`config.mk`:
```
export PLATFORM = sky130hd
export DESIGN_NAME = adex_spike_event_tx
export DESIGN_NICKNAME = d
export VERILOG_FILES = /design/src/rtl/adex_pkg.sv /design/src/rtl/adex_sync_fifo.sv /design/src/rtl/adex_spike_event_tx.sv
export SDC_FILE = /design/constraint.sdc
export NUM_CORES = 1
export LEC_CHECK = 0
export BUFFER_PORTS_ARGS = -buffer_cell sky130_fd_sc_hd__buf_2
export CAP_MARGIN = 10
export CORE_ASPECT_RATIO = 1.25
export CORE_MARGIN = 4
export CORE_UTILIZATION = 65
export CTS_BUF_LIST = sky130_fd_sc_hd__clkbuf_4 sky130_fd_sc_hd__clkbuf_8
export DETAILED_ROUTE_END_ITERATION = 7
export GPL_ROUTABILITY_DRIVEN = 0
export MAX_ROUTING_LAYER = met4
export PLACE_DENSITY = 0.86
export SYNTH_ARGS = -nofsm -noshare
export SYNTH_HDL_FRONTEND = slang
export SYNTH_SLANG_ARGS = --single-unit
```
`constraint.sdc`:
```
create_clock -name clk -period 4.4 [get_ports clk]
set_input_delay 0.44 -clock clk [delete_from_list [all_inputs] [get_ports clk]]
set_output_delay 0.44 -clock clk [all_outputs]
set_load 0.01 [all_outputs]
```
`src/rtl/adex_pkg.sv`:
```
// rtl/adex_pkg.sv - shared types and constants for the AdEx spike event transmitter
package adex_pkg;

    localparam int TS_W     = 15;
    localparam int REC_W    = 16;
    localparam int DROP_BIT = 15;

    typedef enum logic [1:0] {
        IDLE    = 2'd0,
        SEND_HI = 2'd1,
        SEND_LO = 2'd2
    } tx_state_t;

endpackage

```
`src/rtl/adex_sync_fifo.sv`:
```
// rtl/adex_sync_fifo.sv - synchronous FIFO with wrap-bit pointers and occupancy count
module adex_sync_fifo #(
    parameter int WIDTH = 16,
    parameter int DEPTH = 8
) (
    input  logic                     clk,
    input  logic                     rst,
    input  logic                     wr_en_i,
    input  logic [WIDTH-1:0]         wr_data_i,
    input  logic                     rd_en_i,
    output logic [WIDTH-1:0]         rd_data_o,
    output logic                     full_o,
    output logic                     empty_o,
    output logic [$clog2(DEPTH):0]   count_o
);

    localparam int AW = $clog2(DEPTH);

    logic [WIDTH-1:0] mem_q [DEPTH];
    logic [AW:0]      wr_ptr_q;
    logic [AW:0]      rd_ptr_q;
    logic             do_wr;
    logic             do_rd;

    // Pointers share low bits when full or empty; the extra MSB tells them apart.
    assign full_o    = (wr_ptr_q[AW] != rd_ptr_q[AW]) && (wr_ptr_q[AW-1:0] == rd_ptr_q[AW-1:0]);
    assign empty_o   = (wr_ptr_q == rd_ptr_q);
    assign count_o   = wr_ptr_q - rd_ptr_q;
    assign rd_data_o = mem_q[rd_ptr_q[AW-1:0]];

    assign do_wr = wr_en_i && !full_o;
    assign do_rd = rd_en_i && !empty_o;

    // Storage array; contents need no reset because the pointers define validity.
    always_ff @(posedge clk) begin
        if (do_wr) begin
            mem_q[wr_ptr_q[AW-1:0]] <= wr_data_i;
        end
    end

    // Pointer advance; overfull writes and empty reads are silently ignored.
    always_ff @(posedge clk) begin
        if (rst) begin
            wr_ptr_q <= '0;
            rd_ptr_q <= '0;
        end else begin
            if (do_wr) begin
                wr_ptr_q <= wr_ptr_q + 1'b1;
            end
            if (do_rd) begin
                rd_ptr_q <= rd_ptr_q + 1'b1;
            end
        end
    end

endmodule

```
`src/rtl/adex_spike_event_tx.sv`:
```
// rtl/adex_spike_event_tx.sv - timestamps spikes, buffers records, streams them as byte pairs
module adex_spike_event_tx
    import adex_pkg::*;
#(
    parameter int DEPTH = 8
) (
    input  logic                     clk,
    input  logic                     rst,
    input  logic                     enable,
    input  logic                     tick_en,
    input  logic                     spike_in,
    output logic [7:0]               out_data,
    output logic                     out_valid,
    input  logic                     out_ready,
    output logic [$clog2(DEPTH):0]   fifo_count,
    output logic                     fifo_full,
    output logic [7:0]               drop_count
);

    logic [TS_W-1:0]  ts_q;
    logic             drop_pending_q;
    logic [7:0]       drop_count_q;
    tx_state_t        state_q;
    logic [7:0]       rec_lo_q;
    logic [7:0]       out_data_q;
    logic             out_valid_q;

    logic [REC_W-1:0] wr_rec;
    logic [REC_W-1:0] rd_rec;
    logic             fifo_empty;
    logic             spike_seen;
    logic             push;
    logic             drop;
    logic             pop;

    assign spike_seen = enable && spike_in;
    assign push       = spike_seen && !fifo_full;
    assign drop       = spike_seen && fifo_full;
    assign pop        = !fifo_empty &&
                        ((state_q == IDLE) || ((state_q == SEND_LO) && out_ready));

    // Record layout: drop flag on top, pre-increment timestamp below.
    always_comb begin
        wr_rec                = '0;
        wr_rec[DROP_BIT]      = drop_pending_q;
        wr_rec[TS_W-1:0]      = ts_q;
    end

    adex_sync_fifo #(
        .WIDTH (REC_W),
        .DEPTH (DEPTH)
    ) u_fifo (
        .clk       (clk),
        .rst       (rst),
        .wr_en_i   (push),
        .wr_data_i (wr_rec),
        .rd_en_i   (pop),
        .rd_data_o (rd_rec),
        .full_o    (fifo_full),
        .empty_o   (fifo_empty),
        .count_o   (fifo_count)
    );

    // Timestep counter; wraps naturally at the top of its 15-bit range.
    always_ff @(posedge clk) begin
        if (rst) begin
            ts_q <= '0;
        end else if (enable && tick_en) begin
            ts_q <= ts_q + 1'b1;
        end
    end

    // Overflow tracking: flag the next stored record and count lost spikes.
    always_ff @(posedge clk) begin
        if (rst) begin
            drop_pending_q <= 1'b0;
            drop_count_q   <= '0;
        end else if (drop) begin
            drop_pending_q <= 1'b1;
            if (drop_count_q != 8'hFF) begin
                drop_count_q <= drop_count_q + 8'd1;
            end
        end else if (push) begin
            drop_pending_q <= 1'b0;
        end
    end

    // Serializer: high byte then low byte, chaining the next record with no bubble.
    always_ff @(posedge clk) begin
        if (rst) begin
            state_q     <= IDLE;
            rec_lo_q    <= '0;
            out_data_q  <= '0;
            out_valid_q <= 1'b0;
        end else begin
            case (state_q)
                IDLE: begin
                    if (pop) begin
                        rec_lo_q    <= rd_rec[7:0];
                        out_data_q  <= rd_rec[15:8];
                        out_valid_q <= 1'b1;
                        state_q     <= SEND_HI;
                    end
                end
                SEND_HI: begin
                    if (out_ready) begin
                        out_data_q <= rec_lo_q;
                        state_q    <= SEND_LO;
                    end
                end
                SEND_LO: begin
                    if (out_ready) begin
                        if (pop) begin
                            rec_lo_q   <= rd_rec[7:0];
                            out_data_q <= rd_rec[15:8];
                            state_q    <= SEND_HI;
                        end else begin
                            out_data_q  <= '0;
                            out_valid_q <= 1'b0;
                            state_q     <= IDLE;
                        end
                    end
                end
                default: begin
                    out_data_q  <= '0;
                    out_valid_q <= 1'b0;
                    state_q     <= IDLE;
                end
            endcase
        end
    end

    assign out_data   = out_data_q;
    assign out_valid  = out_valid_q;
    assign drop_count = drop_count_q;

endmodule

```
==> After elaboration in Yosys (flattened, before gate mapping) <==
Memories as Yosys holds them, arrays and structs flattened. A register that Yosys moved wholly into a read port is not among the register bits.
Cells that the tools add are included.
{ "totals": {"word_cells": 68, "n_memories": 1, "reg_bits": 51, "in_bits": 6, "mem_bits_rw": 128, "output_inout_bits": 22} }
{ "mem_list": {"columns": ["memory", "words", "width", "read_ports", "rd_clocked_by_memory_dff", "wr", "line_no", "rtl"], "rows": [
  ["u_fifo.mem_q", 8, 16, 1, 1, 1, "adex_sync_fifo.sv:19", "logic [WIDTH-1:0] mem_q [DEPTH];"]
]} }
{ "op_classes": {"reduce_logical": 19, "mux": 23, "n_addsub": 5, "n_eq_ne": 10, "n_bitwise": 1} }
{ "op_table": {"columns": ["operator", "count"], "rows": [
  ["$mux 8", 6],
  ["$pmux 8 s3", 1],
  ["$pmux 8 s2", 1],
  ["$add 15x1->15 const B", 1],
  ["$logic_and 1x1->1", 9],
  ["$add 4x1->4 const B", 2],
  ["$add 8x1->8 const B", 1],
  ["$mux 1", 8],
  ["$ne 8x8->1 const B", 1],
  ["$mux 2", 3],
  ["$mux 3", 2],
  ["$ne 2x2->1 const B", 3],
  ["$pmux 2 s3", 1],
  ["$eq 4x4->1", 1],
  ["$reduce_and 2->1", 2],
  ["$reduce_and 4->1", 1],
  ["$reduce_bool 2->1", 2],
  ["$sub 4x4->4", 1],
  ["$eq 3x3->1", 1],
  ["$pmux 1 s3", 1],
  ["$reduce_and 3->1", 1],
  ["$eq 2x1->1 const B", 1],
  ["$eq 2x2->1 const B", 1],
  ["$logic_not 1->1", 2],
  ["5 further kinds", 5]
]} }

==> Depth between registers and ports, before layout <==
{ "logic_depth": {"word_depth": 7, "mapped_depth": 8, "mapped_depth_nobuf": 6} }

==> Modules after synthesis <==
Synthesis repeated with hierarchy kept, for this count alone.
{ "hier_totals": {"cells_unflattened": 468, "area_unflattened_um2": 7363.3} }
{ "by_module_without_submodules": {"columns": ["module", "area_per_inst_um2", "seq_area_each_um2", "instances", "cells_each"], "rows": [
  ["adex_sync_fifo", 5532.8, 4063.9, 1, 258],
  ["adex_spike_event_tx", 1830.5, 860.8, 1, 210]
]} }

==> Worst setup path before layout <==
No wires, ideal clock.
{ "synth_path": {"path_kind": "reg2reg", "start": "register u_fifo.rd_ptr_q[1]", "end": "memory u_fifo.mem_q[1][0], enable pin", "setup_ns": 0.409, "arrival_ns": 2.526, "period_less_slack_ns": 2.936, "path_stages_with_launch": 7, "setup_slack_ns": 1.464, "cell_sequence": "dfxtp_1 -> inv_1 -> ha_1 -> nand3_1 -> o21ai_0 -> or2_2 -> nor3_1"} }
{ "synth_between": {"elab_chain_cells": 7} }
{ "synth_rtl": {"columns": ["item", "line_no", "rtl"], "rows": [
  ["start: declaration", "adex_sync_fifo.sv:21", "logic [AW:0] rd_ptr_q;"],
  ["start signal: assignment", "adex_sync_fifo.sv:51", "rd_ptr_q <= rd_ptr_q + 1'b1;"],
  ["$eq 3x3->1 (*)", "adex_sync_fifo.sv:26", "assign full_o = (wr_ptr_q[AW] != rd_ptr_q[AW]) && (wr_ptr_q[AW-1:0] == rd_ptr_q[AW-1:0]);"],
  ["$logic_and 1x1->1 (*)", "adex_sync_fifo.sv:26", null],
  ["$logic_not 1->1 (*)", "adex_sync_fifo.sv:31, adex_spike_event_tx.sv:37", null],
  ["$logic_and 1x1->1", "adex_spike_event_tx.sv:37", "assign push = spike_seen && !fifo_full;"],
  ["$logic_and 1x1->1 (*)", "adex_sync_fifo.sv:31", "assign do_wr = wr_en_i && !full_o;"],
  ["$mux 1 (*)", "adex_sync_fifo.sv:36", "if (do_wr) begin"],
  ["$mux 1 (not written as such) (*)", "adex_sync_fifo.sv:37", "mem_q[wr_ptr_q[AW-1:0]] <= wr_data_i;"],
  ["end: declaration", "adex_sync_fifo.sv:19", null]
]} }
Mark *: on every way between the ends. The rest lies on a longest branch, timed or not.

==> Worst setup path after layout <==
{ "layout_path": {"start": "register u_fifo.wr_ptr_q[1]", "end": "register u_fifo.rd_ptr_q[2]"} }
{ "layout_between": {"elab_chain_cells": 4} }
{ "layout_rtl": {"columns": ["item", "line_no", "rtl"], "rows": [
  ["start: declaration", "adex_sync_fifo.sv:20", "logic [AW:0] wr_ptr_q;"],
  ["start signal: assignment", "adex_sync_fifo.sv:48", "wr_ptr_q <= wr_ptr_q + 1'b1;"],
  ["$eq 4x4->1 (*)", "adex_sync_fifo.sv:27", "assign empty_o = (wr_ptr_q == rd_ptr_q);"],
  ["$logic_not 1->1 (*)", "adex_sync_fifo.sv:32, adex_spike_event_tx.sv:39", null],
  ["$logic_and 1x1->1", "adex_spike_event_tx.sv:39", "assign pop = !fifo_empty &&"],
  ["$logic_and 1x1->1 (*)", "adex_sync_fifo.sv:32", "assign do_rd = rd_en_i && !empty_o;"]
]} }
Marks and branches as above.
A chain may end at the register's enable or synchronous reset.

==> flow_results.org <==
** Floorplanning
- The floorplan step defined a die boundary enclosing 13300 µm².
- The die is 128 µm tall.
- Die X-Extent :: 104 µm
- Num rows :: 43
- Effective utilization at floorplan :: 67.0%
- 28 I/O pins were placed.
- The floorplan step defined a core boundary enclosing 11200 µm².

** Setup path
- Arrival time of data at the critical path endpoint :: 2870 ps
- List of cells traversed by the critical path :: ha_1 -> and3_1 -> a211oi_2 -> nand3_1 -> a21oi_1
- The worst setup path is of the reg -> reg kind.
- On the critical path, the stage with the largest delay is an instance of sky130_fd_sc_hd__a211oi_2.
- Of all nets on the critical path, the largest fanout is 12.
- Critical Path End Type :: flop
- The worst register-to-register path begins at u_fifo.wr_ptr_q[1].
- Crit path from :: u_fifo.wr_ptr_q[1]
- Setup crit start kind :: flop
- For this run, the slowest stage of the critical path takes 860 ps.
- Setup slack, reg-to-reg :: 1890 ps
- STA puts the critical path data required time at 4770 ps.

** Timing
- Headroom to the max-slew limit came out at 28.6%.
- Period minus WS final :: 2510 ps
- The total count of hold-check failures in the final report came to 0.
- The final critical path takes up 57.0% of the cycle.
- For the final routed database, the setup TNS stands at 0 ps.
- The worst path meets setup with 1890 ps of slack.
- Fin Clk Skew :: 17.6 ps
- Worst-Margin Slew :: 1070 ps
- Unrepaired setup endpoints after global routing :: no
- Final-report max-slew violation count :: 0
- Max frequency :: 0.399 GHz
- Final count of negative-setup-slack endpoints :: 0

** Logic synthesis
- Cell type contributing the most total cell area after synthesis :: sky130_fd_sc_hd__edfxtp_1
- The synthesized netlist devotes 6.94% of its cell area to compound gates.
- In the post-synthesis netlist, the cell with the most instances is sky130_fd_sc_hd__edfxtp_1.
- Post-Synthesis Mean Instance Area :: 15.0 µm²
- Mux contribution to synthesized area :: 12.4%
- Yosys mapped a number of flops with a built-in enable equal to 128.
- Syn_nets :: 515
- Xor/xnor share of the synthesized area :: 2.19%
- The most used flip-flop cell after synthesis is sky130_fd_sc_hd__edfxtp_1.
- After synthesis the cells add up to 7500 µm².
- Share of flip-flops with an asynchronous set or reset after synthesis :: 0%
- Synthesized netlist cell count :: 501
- Ranking of synthesized cells by area :: sky130_fd_sc_hd__edfxtp_1, sky130_fd_sc_hd__dfxtp_1, sky130_fd_sc_hd__mux4_2
- Counting flops and latches in the post-synthesis netlist gives 182.
- Sequential fraction of the synthesis area :: 65.7%
- The number of different library cells used by synthesis comes to 54.
- Summed over its instances, the top area cell type makes up 51.3% of the synthesized netlist area.
- Most instantiated cells after synthesis :: sky130_fd_sc_hd__edfxtp_1, sky130_fd_sc_hd__dfxtp_1, sky130_fd_sc_hd__nor2_1
- Largest family of logic cells by synthesized area :: multiplexers
- Total of warnings raised by yosys :: 0
- Adder-cell share of the synthesized area :: 1.43%
- Of the total synthesized cell area, the portion taken by AND, OR, NAND and NOR gates is 8.99%.

** Final layout
- After the last flow step, the layout net total stands at 545.
- Cells with a size suffix above 1 make up 20.6% of the layout.
- Final non-filler cell total :: 679
- Area growth syn-to-layout :: 8.68%
- The number of antenna diodes in the final layout is 0.
- The filler cells instantiated in the layout total 672.

** Clocking
- TritonCTS created 17 clock buffers.
- Max Root-Sink Buffers :: 2
- For this design, the CTS-stage hold fixing added 0 buffers.
- Setup Fix Bufs, Post-CTS :: 0
- CTS root buf :: sky130_fd_sc_hd__clkbuf_8
- After clock tree synthesis, the clock-pin slew on the worst setup and hold paths is 100 ps.
- Clock latency on the worst-skew pair, taken at its later pin, is 460 ps.
- CTS HTree Levels :: 4
- Number of clock sinks :: 182
- TritonCTS built the clock tree.
- Number of gates resized after cts :: 0

** Placement
- Pre-CTS WS :: 1940 ps
- The number of placed instances, taps included, is 647.
- HPWL after detailed placement :: 9720 µm
- Input and output buffers added on the ports amount to 27.

** GRT
- Met1 track demand over resource in global routing :: 29.7%
- Met2 capacity usage during global routing :: 42.5%
- Layer with the highest usage :: met2
- The number of global-route vias before repair came to 4510.
- Sum of overflow across all layers after global routing :: 0
- Overall global routing resource usage :: 25.0%
- Largest net degree at the start of global routing :: 57
- Wire length of the first global-routing pass :: 24300 µm
- Global routing used 5.34% of the available met3 tracks.
- Number of antenna violations at the first check in global routing :: 0

** Routing
- Final routed wirelength across all metal layers :: 15200 µm
- Vias after detailed routing :: 4436
- After detailed routing, the number of vias per cell comes to 6.53.
- Residual DRC :: 0
- The count of nets left with antenna violations once routing finished came out at 0.
- For this block, the initial DRC count from the detailed router was 451.
- Routed wirelength normalized by instance count :: 22.4 µm
- The first detailed-routing pass took 5 iterations.

** Run status
- Status :: finished clean

** Power
- The worst-case IR drop observed on VDD is 0.000223 V.
- Pwr dens :: 476 nW/µm²
- The analysis attributes to cell leakage a power of 0.00267 µW.
- Overall power consumption :: 3880 µW

** Flow run
- Across the run, the number of max-cap violations was 0.

** Worst hold path
- The tightest min-delay check is of the in -> reg type.
- Worst min-delay path startpoint :: tick_en
-- flip-flops by register name (all words and copies together) (netlist names), named ones only --
name and flops:
u_fifo.mem_q 128, ts_q 15, drop_count 8, out_data 8, rec_lo_q 8, u_fifo.rd_ptr_q 4, u_fifo.wr_ptr_q 4, state_q 2
drop_pending_q 1, out_valid 1
-- worst paths after layout --
| path | end | cells past startpoint |
|---|---|---|
| max | u_fifo.rd_ptr_q[2] | 5 |
| max reg2reg | u_fifo.rd_ptr_q[2] | 5 |
| min reg2reg | u_fifo.wr_ptr_q[0] | 2 |
| min | ts_q[1] | 3 |
-- final cells by class --
type | count | area [µm²] | area share [%]
clock buffer | 18 | 248 | 3.04
clock inverter | 14 | 159 | 1.95
inverter | 9 | 33.8 | 0.414
multi-input combinational | 284 | 2400 | 29.5
sequential | 182 | 4930 | 60.4
tap | 135 | 169 | 2.07
timing repair buffer | 37 | 210 | 2.58
-- worst max-delay path: cells and delay by family, from the launching register on --
family | cells | cell delay [ps]
AO/OA/AOI/OAI | 2 | 1110
adder cells (fa/ha/maj) | 1 | 320
flip-flops | 1 | 520
AND/OR/NAND/NOR | 2 | 460
-- power breakdown --
part / switching (µW) / internal [µW]
Combinational: 383 / 332
Sequential: 136 / 1900
Clock: 637 / 487
Total: 1160 / 2720
-- layer usage --
layer | wire length [µm] | vias up
li1 | - | 2009
met1 | 5920 | 2203
met2 | 7780 | 187
met3 | 1070 | 37
met4 | 437 | 0
met5 | 0 | -
-- metrics by stage --
stage / hold slack, ps / util [%] / cell area (µm²)
6_report: 283 / 72.8 / 8150
5_1_grt: 286 / 72.8 / 8150
3_5_place_dp: 487 / 69.2 / 7740
2_1_floorplan: 462 / - / 7500
4_1_cts: 271 / 72.8 / 8150
3_3_place_gp: 482 / 69.2 / 7740
-- placed cells by master, fill, tap and decap left out, types with 3 or more instances in the layout --
master | Yosys | routed
sky130_fd_sc_hd__mux4_1 | 10 | 10
sky130_fd_sc_hd__o31ai_1 | 6 | 6
sky130_fd_sc_hd__dfxtp_1 | 54 | 53
sky130_fd_sc_hd__or4_1 | 7 | 7
sky130_fd_sc_hd__or3_1 | 4 | 4
sky130_fd_sc_hd__o21ai_0 | 6 | 6
sky130_fd_sc_hd__ha_1 | 7 | 7
sky130_fd_sc_hd__inv_1 | 9 | 9
sky130_fd_sc_hd__nor2b_1 | 5 | 5
sky130_fd_sc_hd__a221o_1 | 8 | 8
sky130_fd_sc_hd__nand2_1 | 15 | 15
sky130_fd_sc_hd__o22ai_1 | 8 | 8
sky130_fd_sc_hd__a211oi_1 | 8 | 8
sky130_fd_sc_hd__xor2_1 | 10 | 10
sky130_fd_sc_hd__nand2b_1 | 5 | 5
sky130_fd_sc_hd__a22oi_1 | 7 | 7
sky130_fd_sc_hd__nor3b_1 | 3 | 3
sky130_fd_sc_hd__mux4_2 | 14 | 14
sky130_fd_sc_hd__clkbuf_8 | 0 | 18
sky130_fd_sc_hd__mux2_2 | 16 | 16
sky130_fd_sc_hd__and3_1 | 4 | 4
sky130_fd_sc_hd__nor3_1 | 12 | 10
sky130_fd_sc_hd__nand4_1 | 5 | 5
sky130_fd_sc_hd__nor2_1 | 40 | 40
sky130_fd_sc_hd__buf_4 | 2 | 10
sky130_fd_sc_hd__clkinvlp_4 | 0 | 4
sky130_fd_sc_hd__a21oi_1 | 20 | 20
sky130_fd_sc_hd__inv_6 | 0 | 4
sky130_fd_sc_hd__mux2i_1 | 17 | 17
sky130_fd_sc_hd__nor3b_2 | 3 | 3
sky130_fd_sc_hd__nand3_1 | 12 | 12
sky130_fd_sc_hd__edfxtp_1 | 128 | 128
sky130_fd_sc_hd__xnor2_1 | 5 | 5
sky130_fd_sc_hd__buf_2 | 3 | 27
sky130_fd_sc_hd__and4_1 | 3 | 3
-- kinds of logic after synthesis --
group | count (synthesis)
buf+inv | 35
flops | 182
xor+xnor | 17
simple gates | 127
fa+ha+maj | 8
mux | 57
compound gates | 75
No activity file was read; power rests on OpenSTA's default activity.
